**src/rtl/nibble_deser_pkg.sv**
```systemverilog
// Shared types and helpers for the nibble deserializer.
package nibble_deser_pkg;

    typedef enum logic [1:0] {
        IDLE   = 2'd0,
        SHIFT  = 2'd1,
        PARITY = 2'd2
    } state_t;

    localparam int DEF_WIDTH = 4;

    function automatic int cnt_width(input int w);
        return (w < 1) ? 1 : $clog2(w + 1);
    endfunction

endpackage

```
**src/rtl/nibble_deserializer_sipo.sv**
```systemverilog
// Serial-in/parallel-out shift register with selectable bit order.
module sipo_shift
    import nibble_deser_pkg::*;
#(
    parameter int WIDTH     = DEF_WIDTH,
    parameter int MSB_FIRST = 1
) (
    input  logic             i_clk,
    input  logic             i_rst_n,
    input  logic             i_en,
    input  logic             i_clr,
    input  logic             i_bit,
    output logic [WIDTH-1:0] o_word
);

    logic [WIDTH-1:0] r_word;
    logic [WIDTH-1:0] w_shift;

    generate
        if (WIDTH == 1) begin : g_one
            assign w_shift = i_bit;
        end else if (MSB_FIRST != 0) begin : g_msb
            assign w_shift = {r_word[WIDTH-2:0], i_bit};
        end else begin : g_lsb
            assign w_shift = {i_bit, r_word[WIDTH-1:1]};
        end
    endgenerate

    always_ff @(posedge i_clk or negedge i_rst_n) begin
        if (!i_rst_n) begin
            r_word <= '0;
        end else if (i_clr) begin
            r_word <= '0;
        end else if (i_en) begin
            r_word <= w_shift;
        end
    end

    // Look-ahead: includes the bit being accepted this cycle
    assign o_word = i_en ? w_shift : r_word;

endmodule

```
**src/rtl/nibble_deserializer.sv**
```systemverilog
// Serial-to-parallel front end for the load register.
// Optional trailing even-parity check: NIBBLE_DESER_PARITY_EN.
module nibble_deserializer
    import nibble_deser_pkg::*;
#(
    parameter int WIDTH     = DEF_WIDTH,
    parameter int MSB_FIRST = 1
) (
    input  logic             CLK,
    input  logic             R_N,
    input  logic             SIN,
    input  logic             SVALID,
    input  logic             CLR,
    output logic [WIDTH-1:0] D,
    output logic             L,
    output logic             BUSY,
    output logic             ERR
);

    localparam int CW = cnt_width(WIDTH);
    localparam logic [CW-1:0] LAST = CW'(WIDTH - 1);
`ifdef NIBBLE_DESER_PARITY_EN
    localparam logic [CW-1:0] FULL = CW'(WIDTH);
`endif

    state_t           r_state;
    state_t           w_state_nxt;
    logic [CW-1:0]    r_cnt;
    logic [CW-1:0]    w_cnt_nxt;
    logic [WIDTH-1:0] r_d;
    logic [WIDTH-1:0] w_word;
    logic             r_l;
    logic             w_shift_en;
    logic             w_load;
`ifdef NIBBLE_DESER_PARITY_EN
    logic             r_err;
    logic             w_perr;
`endif

    sipo_shift #(
        .WIDTH     (WIDTH),
        .MSB_FIRST (MSB_FIRST)
    ) u_sipo (
        .i_clk   (CLK),
        .i_rst_n (R_N),
        .i_en    (w_shift_en),
        .i_clr   (CLR),
        .i_bit   (SIN),
        .o_word  (w_word)
    );

    always_comb begin
        w_state_nxt = r_state;
        w_cnt_nxt   = r_cnt;
        w_shift_en  = 1'b0;
        w_load      = 1'b0;
`ifdef NIBBLE_DESER_PARITY_EN
        w_perr      = 1'b0;
`endif
        if (CLR) begin
            w_state_nxt = IDLE;
            w_cnt_nxt   = '0;
        end else if (SVALID) begin
            unique case (r_state)
                IDLE, SHIFT: begin
                    w_shift_en = 1'b1;
                    // IDLE always holds count 0, so this also covers WIDTH=1
                    if (r_cnt == LAST) begin
`ifdef NIBBLE_DESER_PARITY_EN
                        w_state_nxt = PARITY;
                        w_cnt_nxt   = FULL;
`else
                        w_load      = 1'b1;
                        w_state_nxt = IDLE;
                        w_cnt_nxt   = '0;
`endif
                    end else begin
                        w_state_nxt = SHIFT;
                        w_cnt_nxt   = r_cnt + CW'(1);
                    end
                end
                PARITY: begin
`ifdef NIBBLE_DESER_PARITY_EN
                    w_load      = ~(^w_word ^ SIN);
                    w_perr      = ^w_word ^ SIN;
`endif
                    w_state_nxt = IDLE;
                    w_cnt_nxt   = '0;
                end
                default: begin
                    w_state_nxt = IDLE;
                    w_cnt_nxt   = '0;
                end
            endcase
        end
    end

    always_ff @(posedge CLK or negedge R_N) begin
        if (!R_N) begin
            r_state <= IDLE;
            r_cnt   <= '0;
            r_d     <= '0;
            r_l     <= 1'b0;
        end else begin
            r_state <= w_state_nxt;
            r_cnt   <= w_cnt_nxt;
            r_l     <= w_load;
            if (w_load) begin
                r_d <= w_word;
            end
        end
    end

`ifdef NIBBLE_DESER_PARITY_EN
    always_ff @(posedge CLK or negedge R_N) begin
        if (!R_N) begin
            r_err <= 1'b0;
        end else begin
            r_err <= w_perr;
        end
    end
    assign ERR = r_err;
`else
    assign ERR = 1'b0;
`endif

    assign D    = r_d;
    assign L    = r_l;
    assign BUSY = (r_state != IDLE);

endmodule

```
**config.mk**
```make
export PLATFORM = sky130hd
export DESIGN_NAME = nibble_deserializer
export DESIGN_NICKNAME = d
export VERILOG_FILES = /design/src/rtl/nibble_deser_pkg.sv /design/src/rtl/nibble_deserializer_sipo.sv /design/src/rtl/nibble_deserializer.sv
export SDC_FILE = /design/constraint.sdc
export NUM_CORES = 1
export LEC_CHECK = 0
export CORE_AREA = 2 2 39 41
export CTS_BUF_LIST = sky130_fd_sc_hd__clkbuf_8
export DETAILED_ROUTE_END_ITERATION = 6
export DIE_AREA = 0 0 41 43
export HOLD_SLACK_MARGIN = 0.1
export PLACE_DENSITY = 0.69
export SLEW_MARGIN = 40
export SYNTH_ARGS = -nofsm -noshare
export SYNTH_HDL_FRONTEND = slang
export SYNTH_HIERARCHICAL = 1
export SYNTH_SLANG_ARGS = --single-unit
```
**constraint.sdc**
```tcl
create_clock -name CLK -period 2.22 [get_ports CLK]
set_input_delay 0.444 -clock CLK [delete_from_list [all_inputs] [get_ports CLK]]
set_output_delay 0.444 -clock CLK [all_outputs]
set_load 0.05 [all_outputs]
```
; ---- Yosys cells after proc, flatten, opt, wreduce, memory -nomap -nowiden
; Cells that the tools add are included.
[word_totals]
ff_bits = 14
inputBits = 5
out_inout_bits = 7
wordCells = 29
[classes]
addsub = 1
n_eq_ne = 2
muxes = 17
n_reduce_logical = 4
[op_table]
columns = operator, n
row1 = 3-bit 2-to-1 mux, 4
row2 = 1-bit 2-to-1 mux, 8
row3 = 4-bit 2-to-1 mux, 2
row4 = 2-bit 2-to-1 mux, 3
row5 = 2-bit nonzero test, 2
row6 = "3-bit by 1-bit adder with 3-bit output, second input constant", 1
row7 = "3-bit by 2-bit equality test with 1-bit output, second input constant", 1
row8 = "2-bit by 1-bit equality test with 1-bit output, second input constant", 1
row9 = 2-bit logical NOT, 1
row10 = 2-bit OR reduction, 1

; ---- Longest topological paths before layout
[depth]
ltp_word = 7
ltp_mapped = 4
depth_no_buf = 3

; ---- By module
; The synthesis kept the hierarchy.
[modules_own_cells]
columns = module, n_inst, cells_per_inst, area_each_um2, seq_area_each_um2
row1 = nibble_deserializer, 1, 29, 399.1, 225.2
row2 = sipo_shift, 1, 12, 170.2, 100.1

; ---- Worst setup path before layout
; Ideal clock, no wire load.
[synth_timing]
kind = input to register
start = input SVALID
end = register r_d[1] (netlist: D[1])
setup_ps = 125
arrival_ps = 1194
slack_ps = 901
path_stages = 3
path_buffers = 0
path_cell_list = nor2b_4 mux2_2 mux2_4
[synth_between]
elab_chain_len = 3
[synth_lines]
columns = element, line_no
row1 = from (decl), nibble_deserializer.sv:12  ; input logic SVALID,
row2 = 1-bit 2-to-1 mux, nibble_deserializer.sv:63  ; end else if (SVALID) begin
row3 = 1-bit 2-to-1 mux, nibble_deserializer.sv:60  ; if (CLR) begin
row4 = 4-bit 2-to-1 mux, nibble_deserializer_sipo.sv:40  ; assign o_word = i_en ? w_shift : r_word;
row5 = net w_word[1], nibble_deserializer.sv:31  ; logic [WIDTH-1:0] w_word;
row6 = to (signal assigned), nibble_deserializer.sv:109  ; r_d <= w_word;
row7 = to (decl), nibble_deserializer.sv:30  ; logic [WIDTH-1:0] r_d;
; The timed path passes the listed nets, and every way through them passes these cells.
; A chain may end at the register's enable or synchronous reset.

; ---- Worst setup path in the final report
[layout_timing]
start = register r_d[3] (netlist: D[3])
end = output D[3]
[layout_rtl]
columns = element, line_no
row1 = to (decl), nibble_deserializer.sv:14  ; output logic [WIDTH-1:0] D,
; No word-level cell between the ends.

==> reports/metrics.yaml <==
routing:
  wl_per_cell_um: 13.4
  routed_wl_um: 952
  ant_nets: 0
  drtPass1Iterations: 3
  drc: 0
  via_count: 341
  via_per_inst: 4.80
  first_iter_violations: 5
synth:
  synth_compound_area_frac: 0.0527
  synth_top_family_by_area: "multiplexers"
  yosys.area_share.xor_xnor: 0
  synth_adder_area_share: 0.0220
  ys_ff_latch: 13
  yosys.cell_types.count: 18
  synth_warnings: 6
  synth.mux.area_fraction: 0.202
  synth.avg_cell_area_um2: 13.9
  ys_seq_area_frac: 0.571
  yosys.area_share.simple: 0.0989
  yosysTopAreaCell: "dfrtp_1"
  yosys.area.top_type_share: 0.571
  synthesis.area_um2: 569
  ys_top_cells_by_area: "dfrtp_1 (57%), mux2_4 (11%), mux2_2 (7.9%), nor2b_1 (4.4%), nor2b_4 (2.4%)"
  mappedNetlistNets: 47
  syn-instance-count: 41
timing:
  slew_viol_final: 0
  hold_viol_final: 0
  max_freq_mhz: 544
  period_share: 0.828
  slew_headroom: 0.615
  setup-tns-final_ns: 0
  worst_pin_slew_ns: 0.576
  fin_ws_ns: 0.381
  fin_skew_ns: 0.00427
  layout_min_cycle_time_ns: 1.84
  rsz0062_at_grt: "false"
  setup_viol: 0
clock_network:
  clk_pin_slew_ns: 0.05
  insertion_delay_ns: 0.24
  cts_made_buffers: 3
  cts_sinks: 13
  ctsResizeCount: 0
  cts_buffer_depth: 2
  cts_max_level: 1
  cts_hold_buf: 0
  post_cts_buffers: 0
  root_buffer: "clkbuf_8"
  cts_tree: "built"
worst_setup_path:
  cp.arrival_ns: 1.40
  criticalPathCategory: "reg -> out"
  crit_path_top_delay_cell: "clkdlybuf4s50_1"
  reg2reg_slack_ns: 0.85
  path_cells: "clkdlybuf4s50_1"
  critPathMaxStageDelay_ns: 0.80
  cp_top_family: "buffers and inverters"
  endpoint_kind: "primary output"
  crit_fanout: 2
  critPathRequiredTime_ns: 1.78
  crit_buf_inv: 1
  startpoint_type: "register"
floorplanning:
  rows: 14
  core_area_um2: 1380
  die_h_um: 43
  die_w_um: 41
  die_area_um2: 1760
  start_util: 0.411
  io_pins: 12
grt:
  grt_pass1_wl_um: 1600
  grt_max_degree: 14
  grt_use_total: 0.148
  grt_pass1_vias: 352
  grt_antenna_before_repair: 0
  overflow: 0
run:
  drv_cap: 0
cells_and_area:
  syn_to_final_growth_pct: 28.4
  final_common_cell: "dfrtp_1"
  diodes: 0
  drive_gt1_frac: 0.255
  nNetsFinal: 62
  mostFrequentLayoutCells: "dfrtp_1 (13), clkdlybuf4s50_1 (10), mux2_4 (4), mux2_2 (4), nor2b_1 (4)"
  postLayoutCellArea_um2: 731
placed_design:
  port_buffers: 10
  place_ws_ns: 0.289
  routabilityCongestion: 0.659
  dpl_cell_area_um2: 686
  dp.final_hpwl_um: 675
power:
  p_leak_nw: 0.357
  vdd_drop_max_uv: 352
  swShare: 0.235
  p_seq_frac: 0.485
  switchingPower_mw: 0.120
  pwr-share-comb: 0.119
  intPower_mw: 0.393
  powerDensity_nw_per_um2: 702
  total_power_mw: 0.513
  p_clk_frac: 0.397
worst_hold_path:
  hold_class: "reg -> reg"
outcome:
  outcome: "finished, final reports clean"
-- power groups by stage --
stage | combinational [mW] | sequential [mW] | clock, mW
finish | 0.0609 | 0.249 | 0.203
global route | 0.0664 | 0.250 | 0.220
CTS | 0.0622 | 0.249 | 0.208
detailed placement | 0.0607 | 0.253 | 0
global placement | 0.0594 | 0.252 | 0
floorplan | 0.0230 | 0.263 | 0
-- sequential cells by signal (all words and copies together), names as in the netlist --
register       count
D                  4
L                  1
u_sipo/r_word      4
r_state            1
r_cnt              3
-- logic make-up after synthesis --
kind of cell	count (synthesis)
and+or+nand+nor	9
DFF	13
other	1
buffers and inverters	4
adders and majority gates	1
AOI/OAI and AO/OA	4
muxes	9
-- per-layer routing --
layer,vias to the layer above,part of all wire,GRT usage
met4,0,0.036,0.100
li1,165,-,-
met2,10,0.48,0.194
met3,5,0.045,0.0628
met1,161,0.43,0.190
met5,-,0,0
-- Yosys cell counts, drive strengths merged --
| cell | number |
|---|---|
| mux2i | 1 |
| mux2 | 8 |
| nor2b | 5 |
| a211o | 1 |
| conb | 1 |
| and3 | 1 |
| nand2 | 1 |
| a311oi | 1 |
| dfrtp | 13 |
| a21oi | 1 |
| ha | 1 |
| inv | 2 |
| buf | 2 |
| nor2 | 2 |
| a211oi | 1 |
-- worst paths after layout --
check                          from        to  cells after the start
hold / removal                 D[1]      D[1]                      1
min in group asynchronous       R_N      D[1]                      1
setup reg to reg           r_cnt[0]      D[2]                      3
setup / recovery               D[3]      D[3]                      1
max in group asynchronous       R_N  r_cnt[1]                      1
hold reg to reg                D[1]      D[1]                      1
-- area by class of cell --
type                       count  area [um2]
clock buffer                   3        41.3
clock inverter                 1        3.75
fill                         127         653
inverter                       2        7.51
multi-input combinational     24         218
sequential                    13         325
tap                           16        20.0
timing repair buffer          12         115
-- through the flow --
step	hold WS, ns	instances	util
CTS	0.518	71	0.528
floorplan	0.148	41	-
global route	0.533	71	0.528
detailed placement	0.496	67	0.495
finish	0.513	71	0.528
global placement	0.505	67	0.495
(Power assumes the default switching activity.)
